**config.mk**
```make
export PLATFORM = sky130hd
export DESIGN_NAME = rom_bus_fetch
export DESIGN_NICKNAME = d
export VERILOG_FILES = /design/src/rtl/rom_bus_fetch_pkg.sv /design/src/rtl/rom_bus_fetch_sync_ff.sv /design/src/rtl/rom_bus_fetch.sv
export SDC_FILE = /design/constraint.sdc
export NUM_CORES = 1
export LEC_CHECK = 0
export ABC_AREA = 1
export BUFFER_PORTS_ARGS = -buffer_cell sky130_fd_sc_hd__buf_2
export CAP_MARGIN = 25
export CORE_MARGIN = 2
export CORE_UTILIZATION = 45
export CTS_CLUSTER_SIZE = 25
export DETAILED_ROUTE_END_ITERATION = 7
export GPL_TIMING_DRIVEN = 0
export PLACE_DENSITY = 0.86
export REMOVE_ABC_BUFFERS = 1
export SYNTH_ARGS = -nofsm -noshare
export SYNTH_HDL_FRONTEND = slang
export SYNTH_SLANG_ARGS = --single-unit
```
**constraint.sdc**
```tcl
create_clock -name clock -period 1.4 [get_ports clock]
set_input_delay 0.07 -clock clock [delete_from_list [all_inputs] [get_ports clock]]
set_output_delay 0.07 -clock clock [all_outputs]
set_load 0.01 [all_outputs]
```
**src/rtl/rom_bus_fetch_pkg.sv**
```systemverilog
// Shared types and constants for the cartridge ROM bus-fetch stage.
package rom_bus_fetch_pkg;

  typedef enum logic [2:0] {
    IDLE    = 3'd0,
    ISSUE   = 3'd1,
    CAPTURE = 3'd2,
    DRIVE   = 3'd3,
    HOLD    = 3'd4
  } state_t;

  localparam logic [15:0] DEF_WIN_BASE      = 16'hD000;
  localparam logic [15:0] DEF_BANK_REG_ADDR = 16'hC0F0;

  function automatic int unsigned rom_aw(input int unsigned bank_w, input int unsigned win_aw);
    return bank_w + win_aw;
  endfunction

endpackage

```
**src/rtl/rom_bus_fetch_sync_ff.sv**
```systemverilog
// Multi-flop synchroniser for a single asynchronous control bit.
module sync_ff #(
  parameter int unsigned STAGES = 2
) (
  input  logic clock,
  input  logic reset_n,
  input  logic d,
  output logic q
);

  logic [STAGES-1:0] chain;

  always_ff @(posedge clock or negedge reset_n) begin
    if (!reset_n) begin
      chain <= '0;
    end else begin
      chain <= {chain[STAGES-2:0], d};
    end
  end

  assign q = chain[STAGES-1];

endmodule

```
**src/rtl/rom_bus_fetch.sv**
```systemverilog
// Bridges the asynchronous 6502 slot-bus strobe to a registered-read ROM and
// hosts the write-only bank-select register.
module rom_bus_fetch
  import rom_bus_fetch_pkg::*;
#(
  parameter int unsigned DW            = 8,
  parameter int unsigned WIN_AW        = 12,
  parameter int unsigned BANK_W        = 2,
  parameter logic [15:0] WIN_BASE      = DEF_WIN_BASE,
  parameter logic [15:0] BANK_REG_ADDR = DEF_BANK_REG_ADDR,
  parameter int unsigned SYNC_STAGES   = 2
) (
  input  logic                                  clock,
  input  logic                                  reset_n,
  input  logic                                  bus_sel,
  input  logic                                  bus_rw,
  input  logic [15:0]                           bus_a,
  input  logic [DW-1:0]                         bus_d_in,
  output logic [DW-1:0]                         bus_d_out,
  output logic                                  bus_d_oe,
  output logic                                  rom_ce,
  output logic [rom_aw(BANK_W, WIN_AW)-1:0]     rom_a,
  input  logic [DW-1:0]                         rom_d,
  output logic [BANK_W-1:0]                     bank
);

  localparam int unsigned RAW = rom_aw(BANK_W, WIN_AW);

  state_t          state, state_d;
  logic            sel_s, sel_s_q;
  logic            rise, fall;
  logic            win_hit, bank_hit;
  logic            rom_ce_d, oe_d;
  logic [RAW-1:0]  rom_a_d;
  logic [BANK_W-1:0] bank_d;
  logic [DW-1:0]   dout_d;
  logic            unused_d_in;

  sync_ff #(
    .STAGES (SYNC_STAGES)
  ) u_sel_sync (
    .clock   (clock),
    .reset_n (reset_n),
    .d       (bus_sel),
    .q       (sel_s)
  );

  always_ff @(posedge clock or negedge reset_n) begin
    if (!reset_n) begin
      sel_s_q <= 1'b0;
    end else begin
      sel_s_q <= sel_s;
    end
  end

  assign rise = sel_s & ~sel_s_q;
  assign fall = ~sel_s & sel_s_q;

  // Address and data are only consulted on the rise cycle, when the bus has long been stable.
  assign win_hit     = (bus_a[15:WIN_AW] == WIN_BASE[15:WIN_AW]);
  assign bank_hit    = (bus_a == BANK_REG_ADDR);
  assign unused_d_in = ^bus_d_in[DW-1:BANK_W];

  always_comb begin
    state_d  = state;
    rom_ce_d = 1'b0;
    rom_a_d  = rom_a;
    bank_d   = bank;
    dout_d   = bus_d_out;
    oe_d     = bus_d_oe;
    case (state)
      IDLE: begin
        if (rise) begin
          if (bus_rw && win_hit) begin
            rom_a_d  = {bank, bus_a[WIN_AW-1:0]};
            rom_ce_d = 1'b1;
            state_d  = ISSUE;
          end else begin
            if (!bus_rw && bank_hit) begin
              bank_d = bus_d_in[BANK_W-1:0];
            end
            state_d = HOLD;
          end
        end
      end
      ISSUE: begin
        state_d = sel_s ? CAPTURE : IDLE;
      end
      CAPTURE: begin
        if (sel_s) begin
          dout_d  = rom_d;
          oe_d    = 1'b1;
          state_d = DRIVE;
        end else begin
          state_d = IDLE;
        end
      end
      DRIVE: begin
        if (fall) begin
          oe_d    = 1'b0;
          state_d = IDLE;
        end
      end
      HOLD: begin
        if (fall) begin
          state_d = IDLE;
        end
      end
      default: state_d = IDLE;
    endcase
  end

  always_ff @(posedge clock or negedge reset_n) begin
    if (!reset_n) begin
      state     <= IDLE;
      rom_ce    <= 1'b0;
      rom_a     <= '0;
      bank      <= '0;
      bus_d_out <= '0;
      bus_d_oe  <= 1'b0;
    end else begin
      state     <= state_d;
      rom_ce    <= rom_ce_d;
      rom_a     <= rom_a_d;
      bank      <= bank_d;
      bus_d_out <= dout_d;
      bus_d_oe  <= oe_d;
    end
  end

endmodule

```
======== Word level (Yosys, flattened, before mapping) ========
Cells that the tools add are included.
word-level totals
  register bits ........................... 32
  logic and storage cells ................. 46
  input bits .............................. 36
  output and inout bits ................... 26
operators by class
  multiplexer cells ....................... 12
  equal/unequal tests ..................... 10
  reduce and logical (&&, ||, !) cells .... 11
  bitwise logic cells ..................... 5
operators with widths
  kind                  count
  $eq 16x16->1 const B  1
  $pmux 3 s4            1
  $mux 3                3
  $eq 3x2->1 const B    2
  $reduce_and 3->1      2
  $mux 1                5
  $eq 4x4->1 const B    1
  $mux 2                2
  $ne 2x1->1 const B    2
  $ne 2x2->1 const B    2
  $reduce_and 2->1      2
  $reduce_and 4->1      1
  $eq 3x1->1 const B    1
  $eq 3x3->1 const B    1
  $logic_not 3->1       1
  $not 1->1             3
  $and 1x1->1           2
  $logic_and 1x1->1     2
  $pmux 1 s2            1
  $reduce_bool 2->1     1
  $reduce_or 2->1       1
  $logic_not 1->1       1

======== Logic depth before layout (Yosys ltp) ========
  depth after elaboration ................. 5
  depth in mapped cells ................... 8
  mapped depth without buffers ............ 8

======== Hierarchy ========
From an unflattened synthesis, not the netlist that was laid out.
second synthesis, totals
  cells, all modules ...................... 156
  area, all modules ....................... 1385.1 sq um
by module, submodules not included
  module         area each (sq um)  cells an instance  times used
  rom_bus_fetch  1335.0             154                1
  sync_ff        50.0               2                  1

======== Worst setup path before layout ========
No wires, ideal clock.
  path kind ............................... register -> register
  from .................................... reg state[1]
  to ...................................... reg rom_a[0]
  path buffers ............................ 1
  slack ................................... 0.249 ns
  data required time ...................... 1.282 ns
  clock period less this slack ............ 1.151 ns
  library setup time ...................... 0.118 ns
  stages on the path, launching flop included .. 8
  arrival time ............................ 1.034 ns
  cells stage by stage .................... dfrtp_1 inv_1 nand3_2 inv_2 nand3_4 buf_6 nand2_1 o21ai_2
between the ends
  cells in the longest elaborated chain, start to end .. 2
ends and longest elaborated chain
  item                               line                  RTL
  from (decl)                        rom_bus_fetch.sv:29   state_t state, state_d;
  from (signal assigned)             rom_bus_fetch.sv:122  state <= state_d;
  $logic_not 3->1                    rom_bus_fetch.sv:71   case (state)
  $reduce_and 3->1 (no source line)  n/a
  to (signal assigned)               rom_bus_fetch.sv:124  rom_a <= rom_a_d;
  to (decl)                          rom_bus_fetch.sv:22   output logic [rom_aw(BANK_W, WIN_AW)-1:0] rom_a,
Every way passes these cells.
A chain may end at the register's enable or synchronous reset.

======== Worst setup path after layout ========
  from .................................... reg state[1]
  to ...................................... reg bank[1]
between the ends
  cells in the longest elaborated chain, start to end .. 2
ends and longest elaborated chain
  item                               line                  RTL
  $logic_not 3->1                    rom_bus_fetch.sv:71
  $reduce_and 4->1 (no source line)  n/a
  to (signal assigned)               rom_bus_fetch.sv:125  bank <= bank_d;
  to (decl)                          rom_bus_fetch.sv:24   output logic [BANK_W-1:0] bank
Every way passes these cells.

==> impl_metrics.py <==
metrics = {
    "run_status": {
        "outcome": "finished clean",
    },
    "detailed_routing": {
        "drt-pass1-iter-count": 4,
        "finalWirelength_um": 3521,
        "drc": 0,
        "wl_per_cell_um": 11.94,
        "route.vias.total": 1382,
        "drt_iter0_drc": 32,
        "vias_per_cell": 4.685,
        "antenna_left": 0,
    },
    "final_layout": {
        "drive_above_1_share_pct": 36.25,
        "diodes": 0,
        "nNetsFinal": 287,
        "layout-area-overhead-vs-synth_pct": 48.94,
        "fillers": 255,
    },
    "setup_path": {
        "reg2reg_depth": 6,
        "critPathKind": "flop to flop",
        "reg2reg_to": "bank[1]$_DFFE_PN0P_",
        "reg2reg_setup_slack_ns": 0.10,
        "crit_arrival_ns": 1.53,
        "r2r-start": "state[1]$_DFFE_PN0P_",
        "critical_path.max_fanout": 5,
        "crit_start": "state[1]$_DFFE_PN0P_",
        "startpoint_type": "flop",
        "cp_data_required_time_ns": 1.63,
        "crit_path_end_kind": "flop",
    },
    "grt": {
        "grt_overflow": 0,
        "grt_max_degree": 33,
        "grt_pass1_wl_um": 5319,
        "grt_usage_pct": 20.53,
        "antenna_found_initial": 0,
        "grt_pass1_vias": 1323,
    },
    "die": {
        "coreArea_um2": 3028,
        "rows": 20,
        "die_width_um": 60.01,
        "pin_count": 62,
        "die_y_um": 60.01,
        "dieArea_um2": 3601,
        "initial_utilization_pct": 46.61,
    },
    "flow_run": {
        "cap_violations": 0,
    },
    "sta": {
        "maxSlewHeadroom_pct": 53.47,
        "slew_violations": 0,
        "final.period_utilization_pct": 92.67,
        "rsz0062_at_grt": "false",
        "hold_viol": 0,
        "whs_ns": 0.1392,
        "fin_skew_ns": 0.01035,
        "period_minus_slack_ns": 1.297,
        "tightestPinTransition_ns": 0.6979,
        "fmax_mhz": 770.8,
        "finalSetupViolCount": 0,
        "fin_setup_tns_ns": 0,
    },
    "clock_tree": {
        "cts-buffers-inserted": 5,
        "cts_tree": "yes",
        "clock_sinks": 32,
        "clk_pin_slew_ns": 0.10,
        "htreeDepth": 2,
        "worstSkewPairLatency_ns": 0.33,
        "cts.path.max_buffers": 2,
        "clock-root-buffer": "clkbuf_4",
    },
    "yosys": {
        "synthCells": 159,
        "ys_seq_elements": 32,
        "syn_area_per_cell_um2": 8.876,
        "syn_area_um2": 1411,
        "yosysTopAreaCell": "dfrtp_1",
        "ys_top_cells_by_area": "dfrtp_1 57%, nand2_1 19%, o21ai_2 4.3%",
        "yosysWarnings": 0,
        "synth_top_area_share_pct": 56.74,
        "ys_seq_area_share_pct": 56.74,
        "netlist-cell-type-count": 23,
    },
    "pwr": {
        "ir_drop_mv": 0.6620,
        "powerDensity_nw_per_um2": 1020,
        "p_leak_nw": 1.116,
    },
    "hold_path": {
        "hold_path_depth": 6,
        "hp-start": "bus_a[12]",
        "hold_class": "input pin to flop",
        "hold_path_end": "bank[0]$_DFFE_PN0P_",
    },
    "place": {
        "dp_hpwl_um": 2042,
        "port_buffers": 55,
        "place.gp.congestion": 0.7299,
    },
}
-- report_power, final --
group / switching [mW] / internal [mW]
Clock: 0.301 / 0.185
Sequential: 0.0711 / 1.03
Combinational: 0.328 / 0.234
-- layout make-up --
| type | instances | area, um2 | share of cell area, % |
|---|---|---|---|
| clock buffers | 6 | 41.29 | 1.964 |
| clock inverters | 1 | 5.005 | 0.2381 |
| inverters | 17 | 73.82 | 3.512 |
| multi-input cells | 110 | 563.0 | 26.79 |
| flip-flops and latches | 32 | 803.3 | 38.21 |
| well taps | 44 | 55.05 | 2.619 |
| repair buffers | 85 | 560.5 | 26.67 |
-- per-stage QoR --
| stage | cells | power (mW) | util, % | area, um2 | setup WS (ns) |
|---|---|---|---|---|---|
| 6_report | 295 | 2.145 | 69.42 | 2102 | 0.1027 |
| 5_1_grt | 295 | 2.280 | 69.42 | 2102 | 0.01492 |
| 4_1_cts | 289 | 2.114 | 67.44 | 2042 | 0.05148 |
| 3_5_place_dp | 255 | 1.557 | 56.61 | 1714 | -0.2416 |
| 3_3_place_gp | 255 | 1.537 | 56.61 | 1714 | -0.2087 |
| 2_1_floorplan | 156 | 1.372 | - | 1384 | 0.1217 |
-- worst max path at each step --
stage,end,slack [ns],cells after the start
after floorplan,bus_d_out[0]$_DFFE_PN0P_,0.12,4
after global placement,bus_d_out[6]$_DFFE_PN0P_,-0.21,4
after detailed placement,bus_d_out[2]$_DFFE_PN0P_,-0.24,4
after CTS,rom_a[5]$_DFFE_PN0P_,0.05,7
after global routing,rom_a[1]$_DFFE_PN0P_,0.01,7
final,bank[1]$_DFFE_PN0P_,0.10,6
-- worst max-delay path, cell delays in order, from the launching register on --
cell and delay (ns):
dfrtp_1 0.44, inv_1 0.10, nand3_2 0.16, a21oi_2 0.23
nand3_1 0.14, nand2_1 0.08, nand2_1 0.05
-- registers in the layout, summed over array words and instances (netlist names) --
signal            count
bank                  2
bus_d_oe              1
bus_d_out             8
rom_a                14
rom_ce                1
sel_s_q               1
state                 3
u_sel_sync.chain      2
-- cells in the final DEF (no fill, tap or decap), drive strengths merged --
cell         count
nand2           72
buf             61
dfrtp           32
dlygate4sd3     24
inv             16
o21ai           12
nor2             8
nand3            8
clkbuf           6
nand4            3
a21oi            3
nor3             2
clkinv           2
o211ai           1
o22ai            1
-- routing by layer --
layer | GRT usage, % | part of all wire [%] | vias to the layer above
met5 | 0 | 0 | -
met4 | 6.349 | 1.1 | 0
met3 | 8.009 | 5.2 | 4
met2 | 35.25 | 50 | 52
met1 | 23.40 | 43 | 637
li1 | - | - | 689
-- logic make-up (layout without fill, tap and decap cells) --
group,Yosys count,after routing,synth area share [%]
simple gates,90,93,28.37
flops,32,32,56.74
buf+inv,20,109,6.471
compound gates,17,17,8.422
-- synth_stat cells --
cell and number:
nand2_1 71, nand2_2 1, a21oi_1 2, a21oi_2 1, inv_1 13, nand3_2 1, nor2_1 6, nor2_2 1
nor2_4 1, nand3_4 1, buf_6 2, buf_2 1, dfrtp_1 32, o21ai_2 7, o21ai_0 4, nand3_1 3
nand4_1 3, nor3_2 1, inv_2 4, o21ai_1 1, nor3_4 1, o22ai_1 1, o211ai_1 1
-- timing repair --
action,in CTS,in global routing
endpoints found under the setup margin,15,16
pin swaps,1,1
buffers inserted,2,4
hold buffers,24,0
resized for setup,3,5
hold endpoints to repair,55,0
gates cloned,1,2
(Power assumes the default switching activity.)
